**config.mk**
```make
export PLATFORM = sky130hd
export DESIGN_NAME = serial_subtractor
export DESIGN_NICKNAME = d
export VERILOG_FILES = /design/src/rtl/serial_subtractor_pkg.sv /design/src/rtl/serial_subtractor_full_subtractor.sv /design/src/rtl/serial_subtractor.sv
export SDC_FILE = /design/constraint.sdc
export NUM_CORES = 1
export LEC_CHECK = 0
export ABC_AREA = 0
export CAP_MARGIN = 20
export CORE_AREA = 5 5 52 54
export CTS_CLUSTER_DIAMETER = 60
export DETAILED_ROUTE_END_ITERATION = 7
export DIE_AREA = 0 0 57 59
export PLACE_DENSITY = 0.76
export SLEW_MARGIN = 25
export SYNTH_ARGS = -nofsm -noshare
export SYNTH_HDL_FRONTEND = slang
export SYNTH_HIERARCHICAL = 1
export SYNTH_SLANG_ARGS = --single-unit
export TNS_END_PERCENT = 30
```
**constraint.sdc**
```tcl
create_clock -name clk -period 1.4 [get_ports clk]
set_input_delay 0.28 -clock clk [delete_from_list [all_inputs] [get_ports clk]]
set_output_delay 0.28 -clock clk [all_outputs]
set_load 0.005 [all_outputs]
```
**src/rtl/serial_subtractor_pkg.sv**
```systemverilog
// Shared types for the bit-serial subtractor.
// Latency: n/a (types only).
// Backpressure: n/a.
package serial_subtractor_pkg;

    // Controller states; the fourth encoding is unused and falls back to IDLE.
    typedef enum logic [1:0] {
        ST_IDLE  = 2'd0,
        ST_SHIFT = 2'd1,
        ST_DONE  = 2'd2
    } state_t;

endpackage

```
**src/rtl/serial_subtractor_full_subtractor.sv**
```systemverilog
// One-bit full subtractor cell: d = a - b - bin, with borrow-out.
// Latency: combinational.
// Backpressure: none.
// Ports: a, b, bin (in) -> d (difference bit), bout (borrow-out).
module full_subtractor (
    input  logic a,
    input  logic b,
    input  logic bin,
    output logic d,
    output logic bout
);

    assign d    = a ^ b ^ bin;
    // Borrow when b exceeds a, or when they match and a borrow ripples in.
    assign bout = (~a & b) | (~(a ^ b) & bin);

endmodule

```
**src/rtl/serial_subtractor.sv**
```systemverilog
// Bit-serial two's-complement subtractor, diff = a - b - bin, LSB first.
// Latency: WIDTH+1 cycles from accepted start to the done pulse.
// Backpressure: start is only honoured in IDLE or DONE; it is ignored while busy.
// Ports: clk, rst_n (async, active low), start/a/b/bin request,
//        busy (shifting), done (1-cycle result strobe), diff/bout (held result).
module serial_subtractor
    import serial_subtractor_pkg::*;
#(
    parameter int WIDTH = 4
) (
    input  logic             clk,
    input  logic             rst_n,
    input  logic             start,
    input  logic [WIDTH-1:0] a,
    input  logic [WIDTH-1:0] b,
    input  logic             bin,
    output logic             busy,
    output logic             done,
    output logic [WIDTH-1:0] diff,
    output logic             bout
);

    localparam int CNT_W = (WIDTH > 1) ? $clog2(WIDTH) : 1;

    state_t             state;
    state_t             state_nxt;
    logic [WIDTH-1:0]   a_sr;
    logic [WIDTH-1:0]   b_sr;
    // Only the WIDTH-1 bits already produced need storing; the final bit
    // comes straight from the cell on the last shift.
    logic [WIDTH-2:0]   diff_sr;
    logic [WIDTH-1:0]   diff_nxt;
    logic               borrow;
    logic [CNT_W-1:0]   cnt;
    logic               cell_d;
    logic               cell_b;
    logic               last_bit;
    logic               load;

    full_subtractor u_cell (
        .a    (a_sr[0]),
        .b    (b_sr[0]),
        .bin  (borrow),
        .d    (cell_d),
        .bout (cell_b)
    );

    assign diff_nxt = {cell_d, diff_sr};
    assign last_bit = (state == ST_SHIFT) && (cnt == CNT_W'(WIDTH - 1));
    // DONE accepts a new request directly so held start gives back-to-back ops.
    assign load     = start && ((state == ST_IDLE) || (state == ST_DONE));

    assign busy = (state == ST_SHIFT);
    assign done = (state == ST_DONE);

    always_comb begin
        state_nxt = ST_IDLE;
        case (state)
            ST_IDLE:  state_nxt = start    ? ST_SHIFT : ST_IDLE;
            ST_SHIFT: state_nxt = last_bit ? ST_DONE  : ST_SHIFT;
            ST_DONE:  state_nxt = start    ? ST_SHIFT : ST_IDLE;
            default:  state_nxt = ST_IDLE;
        endcase
    end

    always_ff @(posedge clk or negedge rst_n) begin
        if (!rst_n) begin
            state <= ST_IDLE;
        end else begin
            state <= state_nxt;
        end
    end

    always_ff @(posedge clk or negedge rst_n) begin
        if (!rst_n) begin
            a_sr    <= '0;
            b_sr    <= '0;
            diff_sr <= '0;
            borrow  <= 1'b0;
            cnt     <= '0;
            diff    <= '0;
            bout    <= 1'b0;
        end else if (load) begin
            a_sr   <= a;
            b_sr   <= b;
            borrow <= bin;
            cnt    <= '0;
        end else if (state == ST_SHIFT) begin
            a_sr    <= a_sr >> 1;
            b_sr    <= b_sr >> 1;
            diff_sr <= diff_nxt[WIDTH-1:1];
            borrow  <= cell_b;
            cnt     <= cnt + 1'b1;
            if (last_bit) begin
                diff <= diff_nxt;
                bout <= cell_b;
            end
        end
    end

endmodule
```
==> results of run 1 <==
==> cell families (layout without fill, tap and decap cells) <==
group / after synthesis / count (layout)
buffers and inverters: 11 / 36
and+or+nand+nor: 8 / 8
adders and majority gates: 2 / 2
DFF: 21 / 21
xor gates and xnor gates: 1 / 1
muxes: 32 / 32
AOI/OAI and AO/OA: 4 / 4
==> report_power, final <==
group	internal, µW	switching (µW)
logic	753	525
registers	894	191
clock network	111	178
total	1760	894
==> state kept, by name (all words and copies together), names as in the netlist <==
register and cells:
diff 4, state 2, b_sr 4, bout 1
cnt 2, a_sr 4, borrow 1, diff_sr 3
==> path summary, 6_finish.rpt <==
path | startpoint | to | slack (ps) | cells after the start
min in group clk | diff[2]$_DFFE_PN0P_ | diff[2]$_DFFE_PN0P_ | 510 | 1
max | state[1]$_DFF_PN0_ | busy | 40 | 3
max reg2reg | state[0]$_DFF_PN0_ | diff[3]$_DFFE_PN0P_ | 80 | 4
min | rst_n | a_sr[0]$_DFFE_PN0P_ | 300 | 2
max in group asynchronous | rst_n | a_sr[3]$_DFFE_PN0P_ | 880 | 2
min reg2reg | diff[2]$_DFFE_PN0P_ | diff[2]$_DFFE_PN0P_ | 510 | 1
==> cell type report <==
type | count | area (µm²)
fillers | 204 | 837
flip-flops and latches | 21 | 526
multi-input cells | 47 | 483
repair buffers | 26 | 240
well taps | 28 | 35.0
clock buffers | 4 | 26.3
inverters | 6 | 22.5
==> critical path, stage by stage, from the launching register on <==
cell      delay, ps
dfrtp_1         390
buf_4           150
nor2b_4         120
clkbuf_2        120
==> cells in the final DEF, fill, tap and decap left out <==
cell and n:
o21ai_0 1, xnor2_1 1, nand3_1 1, nor2b_4 1
fa_1 1, clkbuf_2 1, ha_1 1, nand3b_1 1
nand3b_4 1, dfrtp_1 21, mux2_2 5, nor2b_1 2
buf_12 1, mux2i_1 24, dlygate4sd2_1 6, clkbuf_4 3
inv_1 6, a21o_1 2, nor3b_1 1, buf_4 7
nand2b_1 1, clkbuf_1 1, mux2_4 3, clkdlybuf4s50_1 11
o31ai_1 1
==> stage by stage <==
stage | util | hold WS (ps) | setup WS (ps)
2_1_floorplan | - | -15.6 | 150
3_3_place_gp | 0.601 | 489 | 62.9
3_5_place_dp | 0.601 | 494 | 0.793
4_1_cts | 0.616 | 303 | -61.5
5_1_grt | 0.614 | 331 | 4.19
6_report | 0.614 | 303 | 42.7
==> routing by layer <==
layer  GRT usage  share of wire  vias to the layer above
li1            -              -                      323
met1       0.144           0.40                      339
met2       0.248           0.57                        7
met3      0.0414          0.027                        0
met4      0.0298              0                        0
met5           0              0                        -
==> timing repair <==
| item | 4_1_cts | 5_1_grt |
|---|---|---|
| setup buffers | 2 | 0 |
| setup endpoints to repair | 7 | 1 |
| hold endpoints to repair | 0 | 0 |
| resized for setup | 8 | 1 |
==> cell usage after synthesis (all sizes together) <==
master,instances,share of area
mux2i,24,0.22
dfrtp,21,0.49
mux2,8,0.094
inv,6,0.021
buf,5,0.043
nor2b,3,0.024
a21o,2,0.014
nand3b,2,0.026
fa,1,0.019
ha,1,0.012
nand2b,1,0.0058
nand3,1,0.0046
nor3b,1,0.0070
o21ai,1,0.0046
o31ai,1,0.0070
xnor2,1,0.0081
==> summary.txt, run 1 <==
Placed design
  • DP Area: 1300 µm²
  • Detailed Place HPWL: 1460 µm
  • Port Buffer Count: 18
  • Routability congestion estimate from global placement: 0.742
  • Placed cells: 126

Timing
  • Rel. slew slack: 0.820
  • RSZ-0062 raised after global routing: false
  • Least-Margin Pin Slew: 271 ps
  • Clock Skew: 5.69 ps
  • Final Hold Vio Count: 0
  • Final setup TNS: 0 ps
  • Final setup violation count: 0
  • F_max: 737 MHz
  • Final Critical Period: 1360 ps
  • Final Max Tran Viols: 0
  • Tcrit/Tclk final: 0.969

Route
  • Final ANT Viol Nets: 0
  • Vias per cell: 5.07
  • Per-cell routed wire length: 14.8 µm
  • Drt first-iter violations: 8
  • DR DRC count: 0
  • Vias: 669
  • First-pass detailed-route iteration total: 4
  • Final wirelength: 1960 µm

Synth
  • Mapped Area: 1080 µm²
  • Synth warn: 6
  • Register area share after synthesis: 0.488
  • Post-synthesis xor/xnor area fraction: 0.00813
  • Distinct cells, synth: 21
  • Mapped Cells: 79
  • Compound-Gate Fraction of Synth Area: 0.0256
  • Average size of a mapped cell: 13.6 µm²
  • Post-synthesis net count: 93
  • Post-Synth Simple-Gate Area: 0.0674
  • Mux cell area share after synthesis: 0.317
  • Largest family of logic cells by synthesized area: multiplexers
  • Post-Synth Adder-Cell Area: 0.0302
  • Flops & latches, synth: 21

Finish
  • Ratio of cells with drive above 1 in the final layout: 0.212
  • Antenna Cells: 0
  • Non-Filler Instances: 132
  • Area growth syn-to-layout: 23.7%
  • Post-route cell area: 1330 µm²
  • Fin nets: 119

CTS
  • CTS H-Tree Depth: 1
  • Longest Clk Path Bufs: 2
  • TritonCTS buffer count: 3
  • Clk sink count: 21
  • Clk_lat worst skew: 300 ps
  • CTS root buffer: clkbuf_4
  • Clock slew at reported path FFs: 110 ps
  • CTS tree: yes
  • Hold-fix buffers, CTS: 0

Critical path
  • Worst-path fanout max: 3
  • Worst path arrival time: 1080 ps
  • Setup crit start kind: register
  • Crit Path Class: reg2out
  • WP data required: 1120 ps
  • Crit end category: primary output

Die
  • Die width: 57 µm
  • Die Area: 3360 µm²
  • Ports: 19
  • DIE HEIGHT: 59 µm
  • Rows: 17
  • Core Area: 2170 µm²
  • Initial Util: 0.497

Min path
  • Min-delay worst type: in2async

Run status
  • Outcome: completed

Power
  • Pwr Density: 1990 nW/µm²
  • Power Total: 2650 µW
  • Max IR drop VDD: 1.18 mV
  • Leakage power: 0.000661 µW

Global routing
  • Initial antenna violation count: 0
  • Vias in the first global route: 788
  • Largest net degree at the start of global routing: 22
  • Total GRT Usage: 0.132
  • First-pass GRT wire length: 3460 µm
  • Grt ovf: 0

Flow run
  • # Max-Cap Violations: 0
Note: power is estimated with default switching activity, not from simulation.
==> run 2: changes to the inputs <==
- CORE_AREA: 5 5 52 54 -> 5 5 60 48
- DIE_AREA: 0 0 57 59 -> 0 0 65 53
- PLACE_DENSITY: 0.76 -> 0.75
==> summary.txt, run 2 (synthesis gave the netlist of run 1 again) <==
Timing
  • Final Max Tran Viols: 0 (unchanged)
  • Hold WS: 294 ps (was 303 ps)
  • Rel. slew slack: 0.821 (was 0.820)
  • F_max: 733 MHz (was 737 MHz)
  • Least-Margin Pin Slew: 269 ps (was 271 ps)
  • Final Critical Period: 1360 ps (about the same)
  • Tcrit/Tclk final: 0.974 (was 0.969)
  • Clock Skew: 9.67 ps (was 5.69 ps)
  • Final setup TNS: 0 ps (unchanged)
  • Final Hold Vio Count: 0 (unchanged)
  • Final setup violation count: 0 (unchanged)
  • RSZ-0062 raised after global routing: true (was false)

CTS
  • Clk_lat worst skew: 310 ps (was 300 ps)
  • CTS tree: yes (unchanged)
  • Clock slew at reported path FFs: 120 ps (was 110 ps)
  • Clk sink count: 21 (unchanged)
  • TritonCTS buffer count: 3 (unchanged)
  • Hold-fix buffers, CTS: 0 (unchanged)
  • Longest Clk Path Bufs: 2 (unchanged)
  • CTS H-Tree Depth: 1 (unchanged)
  • CTS root buffer: clkbuf_4 (unchanged)

Die
  • Ports: 19 (unchanged)
  • Rows: 15 (was 17)
  • Die width: 65 µm (was 57 µm)
  • Core Area: 2230 µm² (was 2170 µm²)
  • Initial Util: 0.482 (was 0.497)
  • Die Area: 3450 µm² (was 3360 µm²)
  • DIE HEIGHT: 53 µm (was 59 µm)

Power
  • Power Total: 2720 µW (was 2650 µW)
  • Pwr Density: 2010 nW/µm² (was 1990 nW/µm²)
  • Leakage power: 0.000680 µW (was 0.000661 µW)
  • Max IR drop VDD: 1.17 mV (was 1.18 mV)

Route
  • DR DRC count: 0 (unchanged)
  • Vias per cell: 5.13 (was 5.07)
  • Vias: 677 (was 669)
  • First-pass detailed-route iteration total: 4 (unchanged)
  • Per-cell routed wire length: 14.8 µm (about the same)
  • Final wirelength: 1960 µm (about the same)
  • Drt first-iter violations: 13 (was 8)
  • Final ANT Viol Nets: 0 (unchanged)

Critical path
  • Reg2Reg Setup Slack: 60 ps (was 80 ps)
  • Crit end category: primary output (unchanged)
  • Crit Path Class: reg2out (unchanged)
  • RR Startpoint: state[1]$_DFF_PN0_ (was state[0]$_DFF_PN0_)
  • Worst path arrival time: 1080 ps (about the same)
  • WP data required: 1120 ps (about the same)
  • Worst-path fanout max: 2 (was 3)
  • Reg2Reg Depth: 4 (unchanged)
  • Setup crit start kind: register (unchanged)
  • Worst reg2reg endpoint: diff[1]$_DFFE_PN0P_ (was diff[3]$_DFFE_PN0P_)

Global routing
  • Vias in the first global route: 708 (was 788)
  • Total GRT Usage: 0.134 (was 0.132)
  • Initial antenna violation count: 0 (unchanged)
  • Largest net degree at the start of global routing: 22 (unchanged)
  • Grt ovf: 0 (unchanged)
  • First-pass GRT wire length: 3440 µm (was 3460 µm)

Run status
  • Outcome: completed (unchanged)

Finish
  • Antenna Cells: 0 (unchanged)
  • Fin nets: 122 (was 119)
  • Commonest non-fill, non-tap cell in the layout: mux2i_1 (unchanged)
  • Most frequent cells in the layout: mux2i_1 (24), dfrtp_1 (21), clkdlybuf4s50_1 (11), buf_4 (8), inv_1 (6) (was mux2i_1 (24), dfrtp_1 (21), clkdlybuf4s50_1 (11), buf_4 (7))
  • Regs by FF count: a_sr (4), b_sr (4), diff (4) (unchanged)
  • Ratio of cells with drive above 1 in the final layout: 0.252 (was 0.212)
  • Area growth syn-to-layout: 25.4% (was 23.7%)

Placed design
  • Detailed Place HPWL: 1410 µm (was 1460 µm)
  • Port Buffer Count: 18 (unchanged)
  • Routability congestion estimate from global placement: 0.694 (was 0.742)

Flow run
  • # Max-Cap Violations: 0 (unchanged)

Min path
  • Min-delay worst type: in2async (unchanged)
[run 2: cell types whose count changed in the layout (fill, tap and decap cells not counted), sizes merged]
| cell | delta |
|---|---|
| clkinv | +1 |
| buf | +5 |
| dlygate4sd2 | -1 |
| clkbuf | -2 |
[run 2: worst max-delay path by stage]
stage / endpoint / start / cells past startpoint / slack (ps)
global placement: a_sr[3]$_DFFE_PN0P_ / start / 4 / 70
finish: busy / state[1]$_DFF_PN0_ / 3 / 40
global route: busy / state[1]$_DFF_PN0_ / 3 / -40
detailed placement: b_sr[2]$_DFFE_PN0P_ / start / 4 / 40
CTS: diff[1]$_DFFE_PN0P_ / state[1]$_DFF_PN0_ / 5 / -20
floorplan: diff[3]$_DFFE_PN0P_ / a_sr[0]$_DFFE_PN0P_ / 2 / 150
[run 2: power breakdown]
part	leakage, µW	internal, µW	switching, µW
combinational	0.000403	808	539
sequential	0.000259	894	187
clock	0.0000177	107	184
[run 2: layer usage]
layer,GRT usage,part of all wire
met5,0,0
met1,0.178,0.46
met3,0.0510,0.063
met2,0.200,0.47
met4,0.0421,0.0066
[run 2: what timing repair did]
action,4_1_cts,5_1_grt
setup endpoints to repair,7,7
resized for setup,14,4
cloned,0,0
endpoints found under the hold margin,0,0
buffers inserted,4,1
[run 2: final cells by class]
type / instances / area [µm²]
multi-input combinational: 47 / 487
timing repair buffer: 29 / 258
inverter: 6 / 22.5
sequential: 21 / 526
clock inverter: 1 / 5.00
tap: 25 / 31.3
clock buffer: 3 / 22.5
fill: 181 / 882
[run 2: stage by stage]
step	instances	utilization	worst slack (ps)	instance area, µm²
after floorplan	79	-	150	1080
after global placement	124	0.580	71.9	1290
after detailed placement	124	0.580	44.4	1290
after CTS	132	0.600	-24.9	1340
after global routing	132	0.605	-39.1	1350
final	132	0.605	36.6	1350
[run 2: worst max-delay path, cell delays in order, from the launching register on]
cell and delay (ps):
dfrtp_1 400, buf_4 150, nor2b_4 110, buf_2 120
==> run 3: changes to the inputs <==
- CAP_MARGIN: 20 -> 10
- CTS_CLUSTER_SIZE: not set -> 12
==> results of run 3 <==
No change in the layout: final DEF, timing and power equal those of run 2.
